[src/rtl/eeg_demo_pkg.sv]
// Shared types and constants for the EEG demo sequencer: FSM states,
// per-class sample bases and the expected-label rule for a vector index.
package eeg_demo_pkg;

   typedef enum logic [2:0] {IDLE, STREAM, WAIT_RES, SHOW, ERROR} state_t;

   localparam logic [15:0] SEIZURE_BASE = 16'h0100;
   localparam logic [15:0] NORMAL_BASE  = 16'h0200;

   // Even vector indices are the seizure recordings.
   function automatic logic expected_label(input logic [31:0] vid);
      return ~vid[0];
   endfunction

endpackage

[src/rtl/btn_debounce.sv]
// Button front end: 2-FF synchroniser, stability-count debounce and a
// one-cycle pulse on each rising edge of the debounced level.
module btn_debounce #(
   parameter int DEBOUNCE_CYCLES = 16
) (
   input  logic clk,
   input  logic rst_n,
   input  logic btn,
   output logic pulse
);

   localparam int CW = $clog2(DEBOUNCE_CYCLES + 1);

   logic [1:0]    sync;
   logic [CW-1:0] cnt;
   logic          level;

   // cnt counts consecutive cycles the synchronised input differs from level.
   always_ff @(posedge clk or negedge rst_n) begin
      if (!rst_n) begin
         sync  <= '0;
         cnt   <= '0;
         level <= 1'b0;
         pulse <= 1'b0;
      end else begin
         sync  <= {sync[0], btn};
         pulse <= 1'b0;
         if (sync[1] == level) begin
            cnt <= '0;
         end else if (cnt == CW'(DEBOUNCE_CYCLES - 1)) begin
            cnt   <= '0;
            level <= sync[1];
            pulse <= sync[1];
         end else begin
            cnt <= cnt + 1'b1;
         end
      end
   end

endmodule

[src/rtl/eeg_demo_sequencer.sv]
// Demo front end for the seizure detector: streams a generated test vector,
// waits for the classification and drives LEDs/tallies. Optional label check
// is enabled by defining EEG_LABEL_CHECK_EN.
module eeg_demo_sequencer
   import eeg_demo_pkg::*;
#(
   parameter int DATA_WIDTH      = 16,
   parameter int FEATURE_COUNT   = 178,
   parameter int NUM_VECTORS     = 10,
   parameter int SEL_WIDTH       = 4,
   parameter int DEBOUNCE_CYCLES = 16,
   parameter int TIMEOUT_CYCLES  = 4096,
   parameter int HOLD_CYCLES     = 1024,
   parameter int CNT_WIDTH       = 8
) (
   input  logic                  clk,
   input  logic                  rst_n,
   input  logic [SEL_WIDTH-1:0]  vector_sel,
   input  logic                  start_btn,
   input  logic                  auto_mode,
   output logic [DATA_WIDTH-1:0] sample_data,
   output logic                  sample_valid,
   input  logic                  sample_ready,
   output logic                  sample_last,
   input  logic                  det_result_valid,
   input  logic                  det_seizure,
   output logic                  seizure_led,
   output logic                  non_seizure_led,
   output logic                  busy_led,
   output logic                  ready_led,
   output logic                  error_led,
   output logic [SEL_WIDTH-1:0]  vector_leds,
   output logic [CNT_WIDTH-1:0]  run_count,
   output logic [CNT_WIDTH-1:0]  seizure_count,
   output logic [CNT_WIDTH-1:0]  mismatch_count
);

   localparam int IW = $clog2(FEATURE_COUNT + 1);
   localparam int TW = $clog2(TIMEOUT_CYCLES + 1);
   localparam int HW = $clog2(HOLD_CYCLES + 1);

   state_t               state, state_n;
   logic [SEL_WIDTH-1:0] sel_meta, sel_sync, vid, vid_n;
   logic                 auto_meta, auto_sync, start_pulse;
   logic [IW-1:0]        idx, idx_n;
   logic [TW-1:0]        tcnt, tcnt_n;
   logic [HW-1:0]        hcnt, hcnt_n;
   logic                 result, result_n, res_evt, trig, mis_evt;
   logic [DATA_WIDTH-1:0] base;

   btn_debounce #(.DEBOUNCE_CYCLES(DEBOUNCE_CYCLES)) u_btn (
      .clk   (clk),
      .rst_n (rst_n),
      .btn   (start_btn),
      .pulse (start_pulse)
   );

   always_ff @(posedge clk or negedge rst_n) begin
      if (!rst_n) begin
         sel_meta  <= '0;
         sel_sync  <= '0;
         auto_meta <= 1'b0;
         auto_sync <= 1'b0;
      end else begin
         sel_meta  <= vector_sel;
         sel_sync  <= sel_meta;
         auto_meta <= auto_mode;
         auto_sync <= auto_meta;
      end
   end

   // Stream outputs decode straight from state so reset drops valid at once.
   assign base         = vid[0] ? DATA_WIDTH'(NORMAL_BASE) : DATA_WIDTH'(SEIZURE_BASE);
   assign sample_valid = (state == STREAM);
   assign sample_last  = sample_valid && (idx == IW'(FEATURE_COUNT - 1));
   assign sample_data  = sample_valid ? (base + DATA_WIDTH'(idx) + DATA_WIDTH'(vid >> 1)) : '0;
   assign vector_leds  = vid;

   always_comb begin
      state_n  = state;
      vid_n    = vid;
      idx_n    = idx;
      tcnt_n   = tcnt;
      hcnt_n   = hcnt;
      result_n = result;
      res_evt  = 1'b0;
      trig     = 1'b0;
      unique case (state)
         IDLE: trig = start_pulse | auto_sync;
         STREAM: begin
            if (sample_ready) begin
               idx_n = idx + 1'b1;
               if (sample_last) begin
                  state_n = WAIT_RES;
                  tcnt_n  = '0;
               end
            end
         end
         WAIT_RES: begin
            tcnt_n = tcnt + 1'b1;
            if (det_result_valid) begin
               res_evt  = 1'b1;
               result_n = det_seizure;
               hcnt_n   = '0;
               state_n  = SHOW;
            end else if (tcnt == TW'(TIMEOUT_CYCLES - 1)) begin
               state_n = ERROR;
            end
         end
         SHOW: begin
            if (auto_sync) begin
               hcnt_n = hcnt + 1'b1;
               if (hcnt == HW'(HOLD_CYCLES - 1)) begin
                  vid_n   = (32'(vid) == NUM_VECTORS - 1) ? '0 : vid + 1'b1;
                  idx_n   = '0;
                  state_n = STREAM;
               end
            end else begin
               trig = start_pulse;
            end
         end
         ERROR: if (start_pulse) state_n = IDLE;
         default: state_n = IDLE;
      endcase
      if (trig) begin
         vid_n   = sel_sync;
         idx_n   = '0;
         state_n = (32'(sel_sync) >= NUM_VECTORS) ? ERROR : STREAM;
      end
   end

`ifdef EEG_LABEL_CHECK_EN
   assign mis_evt = res_evt && (det_seizure != expected_label(32'(vid)));

   always_ff @(posedge clk or negedge rst_n) begin
      if (!rst_n)                           mismatch_count <= '0;
      else if (mis_evt && mismatch_count != '1) mismatch_count <= mismatch_count + 1'b1;
   end
`else
   assign mis_evt        = 1'b0;
   assign mismatch_count = '0;
`endif

   always_ff @(posedge clk or negedge rst_n) begin
      if (!rst_n) begin
         state           <= IDLE;
         vid             <= '0;
         idx             <= '0;
         tcnt            <= '0;
         hcnt            <= '0;
         result          <= 1'b0;
         run_count       <= '0;
         seizure_count   <= '0;
         ready_led       <= 1'b0;
         busy_led        <= 1'b0;
         error_led       <= 1'b0;
         seizure_led     <= 1'b0;
         non_seizure_led <= 1'b0;
      end else begin
         state  <= state_n;
         vid    <= vid_n;
         idx    <= idx_n;
         tcnt   <= tcnt_n;
         hcnt   <= hcnt_n;
         result <= result_n;
         if (res_evt && run_count != '1)                 run_count     <= run_count + 1'b1;
         if (res_evt && det_seizure && seizure_count != '1) seizure_count <= seizure_count + 1'b1;
         // LEDs follow the next state so they line up with the FSM.
         ready_led       <= (state_n == IDLE);
         busy_led        <= (state_n == STREAM) || (state_n == WAIT_RES);
         error_led       <= (state_n == ERROR) || mis_evt;
         seizure_led     <= (state_n == SHOW) && result_n;
         non_seizure_led <= (state_n == SHOW) && !result_n;
      end
   end

endmodule

[config.mk]
export PLATFORM = sky130hd
export DESIGN_NAME = eeg_demo_sequencer
export DESIGN_NICKNAME = d
export VERILOG_FILES = /design/src/rtl/eeg_demo_pkg.sv /design/src/rtl/btn_debounce.sv /design/src/rtl/eeg_demo_sequencer.sv
export SDC_FILE = /design/constraint.sdc
export NUM_CORES = 1
export LEC_CHECK = 0
export CAP_MARGIN = 20
export CELL_PAD_IN_SITES_DETAIL_PLACEMENT = 0
export CELL_PAD_IN_SITES_GLOBAL_PLACEMENT = 2
export CORE_UTILIZATION = 38
export CTS_BUF_LIST = sky130_fd_sc_hd__clkbuf_4 sky130_fd_sc_hd__clkbuf_8
export DETAILED_ROUTE_END_ITERATION = 7
export PLACE_DENSITY_LB_ADDON = 0.1
export SLEW_MARGIN = 20
export SYNTH_ARGS = -nofsm -noshare
export SYNTH_HDL_FRONTEND = slang
export SYNTH_HIERARCHICAL = 1
export SYNTH_SLANG_ARGS = --single-unit
[constraint.sdc]
create_clock -name clk -period 4.9 [get_ports clk]
set_input_delay 1.225 -clock clk [delete_from_list [all_inputs] [get_ports clk]]
set_output_delay 1.225 -clock clk [all_outputs]
set_load 0.01 [all_outputs]
==> impl_metrics.yaml <==
die:
  rows: 37
  die_y_um: 105.2
  io_pins: 62
  die_w_um: 105.2
  coreArea_sq_um: 10320
  initial_core_util_pct: 39.20
  die_area_sq_um: 11060
clock_network:
  clk_pin_slew_ns: 0.09
  cts-root-buf: "clkbuf_8"
  cts_buffer_depth: 2
  htreeDepth: 3
  cts_tree: "yes"
  post_cts_buffers: 0
  postCtsHoldBufs: 0
  clock_sinks: 80
  ctsResizeCount: 0
  clkLatencyLatePin_ns: 0.36
  cts_inserted_buffers: 9
drt:
  drc: 0
  finalWirelength_mm: 8.276
  vias: 2949
  drt_iter0_markers: 91
  avgViaCountPerCell: 5.024
  ant_nets: 0
  wl_per_cell_um: 14.10
  dr.pass1.iters: 4
synth:
  synth_async_sr_flop_share_pct: 100.0
  yosysUniqueCellTypes: 61
  synth_edf_count: 0
  netlist_area_sq_um: 4046
  synth_most_common_cell: "dfrtp_1"
  synthFlopType: "dfrtp_1"
  yosys_warnings: 6
  synthTopCellsByArea: "dfrtp_1 49%, xor2_1 5.0%, nor2_1 3.9%"
  ys_ff_latch: 80
  ys_seq_area_share_pct: 49.47
  avgSynthCellArea_sq_um: 10.14
  synthTopCellsByCount: "80 x dfrtp_1, 42 x nor2_1, 38 x nand2_1"
  synthCells: 399
  synth.top_cell.area_share_pct: 49.47
  yosysTopAreaCell: "dfrtp_1"
sta:
  worst_slew_pin_slew_ns: 0.6652
  min_period_ns: 3.762
  period_share_pct: 76.78
  slew_headroom_pct: 55.65
  fin_worst_skew_ns: 0.01270
  rsz0062_at_grt: "no"
  finalSetupViolations: 0
  slew_viol_final: 0
  fmaxAchievable_mhz: 265.8
  hold_viol: 0
  final.setup.tns_ns: 0
worst_setup_path:
  crit_chain: "ha_1, a21o_1, a21oi_1, o21ai_0, a21oi_1, clkdlybuf4s50_1"
  cp.arrival_ns: 2.54
  cp_max_fo: 7
  critPathKind: "reg2out"
  critPathBufInv: 1
  required_ns: 3.67
  cpMostUsedCell: "a21oi_1"
  path_delay_family: "compound AO/OA/AOI/OAI gates"
  worstSetupEndpointType: "output port"
  critPathMaxStageDelay_ns: 0.55
  critPathSlowestCell: "clkdlybuf4s50_1"
  reg2reg_from: "state[0]$_DFF_PN0_"
  r2r_end: "non_seizure_led$_DFF_PN0_"
  reg2reg_slack_ns: 2.58
  cp-start-kind: "register"
  rr_worst_depth: 6
global_route:
  grt.total_usage_pct: 16.24
  grt_pass1_wl_mm: 13.97
  grt_pass1_vias: 2849
  gr-total-overflow: 0
  grt_antenna_before_repair: 0
  grt_max_degree: 51
finish:
  drive_gt1_share_pct: 7.539
  final_area_sq_um: 4826
  finalNonFillerCells: 587
  nets: 469
  area_growth_pct: 19.26
  n_antenna_cell: 0
power_and_ir_drop:
  cellPowerDensity_nw_per_um2: 384.9
  peakVddDrop_mv: 0.2332
  p_leak_nw: 2.066
hold_path:
  whs_endpoint: "u_btn/sync[1]$_DFF_PN0_"
  holdCritStartpoint: "u_btn/sync[0]$_DFF_PN0_"
  hp-class: "reg2reg"
  hold_depth: 0
placed_design:
  dp_hpwl_mm: 5.897
  gp_congestion: 0.7428
  port_buffers: 47
  post-place-cells: 572
  dpl-instance-area_sq_um: 4584
outcome:
  status: "complete, no violations"
flow_run:
  cap_violations: 0
final cells by class:
class,count,area [sq um]
well taps,136,170.2
inverters,11,41.29
repair buffers,48,475.5
flip-flops and latches,80,2002
clock inverters,5,103.9
clock buffers,10,137.6
multi-input cells,297,1896
fillers,1008,5498
registers in the layout, summed over array words and instances, names as in the netlist, 5 cells and up:
| name | cells |
|---|---|
| hcnt | 11 |
| idx | 8 |
| run_count | 8 |
| seizure_count | 8 |
| tcnt | 13 |
| u_btn/cnt | 5 |
worst max-delay path by stage:
| stage | from | endpoint | slack (ns) | cells after the start |
|---|---|---|---|---|
| global placement | vector_leds[2]$_DFFE_PN0P_ | sample_data[7] | 1.55 | 6 |
| finish | vector_leds[2]$_DFFE_PN0P_ | sample_data[7] | 1.14 | 6 |
| CTS | vector_leds[2]$_DFFE_PN0P_ | sample_data[7] | 1.10 | 6 |
| detailed placement | vector_leds[2]$_DFFE_PN0P_ | sample_data[5] | 1.52 | 6 |
| floorplan | vector_leds[1]$_DFFE_PN0P_ | sample_data[8] | 2.06 | 6 |
| global route | vector_leds[2]$_DFFE_PN0P_ | sample_data[7] | 0.92 | 6 |
stage by stage:
stage | util (%) | hold slack, ns | power (mW) | setup WS [ns]
floorplan | - | 0.3312 | 1.082 | 2.057
global placement | 44.41 | 0.3336 | 1.283 | 1.554
detailed placement | 44.41 | 0.3373 | 1.287 | 1.515
CTS | 46.75 | 0.3521 | 1.892 | 1.099
global route | 46.75 | 0.3586 | 1.972 | 0.9219
finish | 46.75 | 0.3445 | 1.858 | 1.138
logic make-up (layout without fill, tap and decap cells):
logic type                 Yosys count  count (layout)  share of synthesized area, %
DFF                                 80              80                         49.47
other                                1              14                       0.09268
muxes                                5               5                         1.330
xor gates and xnor gates            41              41                         8.874
and+or+nand+nor                    165             165                         21.58
adders and majority gates           11              11                         3.587
AOI/OAI and AO/OA                   61              61                         10.17
buffers and inverters               35              74                         4.886
where the power goes:
| group | switching, mW | internal [mW] |
|---|---|---|
| clock | 0.242 | 0.351 |
| sequential | 0.0834 | 0.712 |
| combinational | 0.240 | 0.229 |
| total | 0.565 | 1.29 |
per-layer routing:
metal	share of wire, %	track usage (%)	routed length, um
met5	0	0	0
met2	46	25.85	3815
met1	49	21.15	4026
met4	1.5	6.036	123
met3	3.8	4.304	311
cells in the final DEF (no fill, tap or decap), types with 4 or more instances in the layout:
cell type	n
nand3_1	21
dfrtp_1	80
a31oi_1	4
nand2_1	38
o21ai_0	15
clkdlybuf4s50_1	46
nor2_1	42
or3_1	13
conb_1	14
o31ai_1	4
xor2_1	23
a21oi_1	16
and3_1	6
ha_1	10
nand4_1	11
nor3_1	4
inv_1	10
xnor2_1	18
clkbuf_8	10
Power figures use the tool's default switching activity.
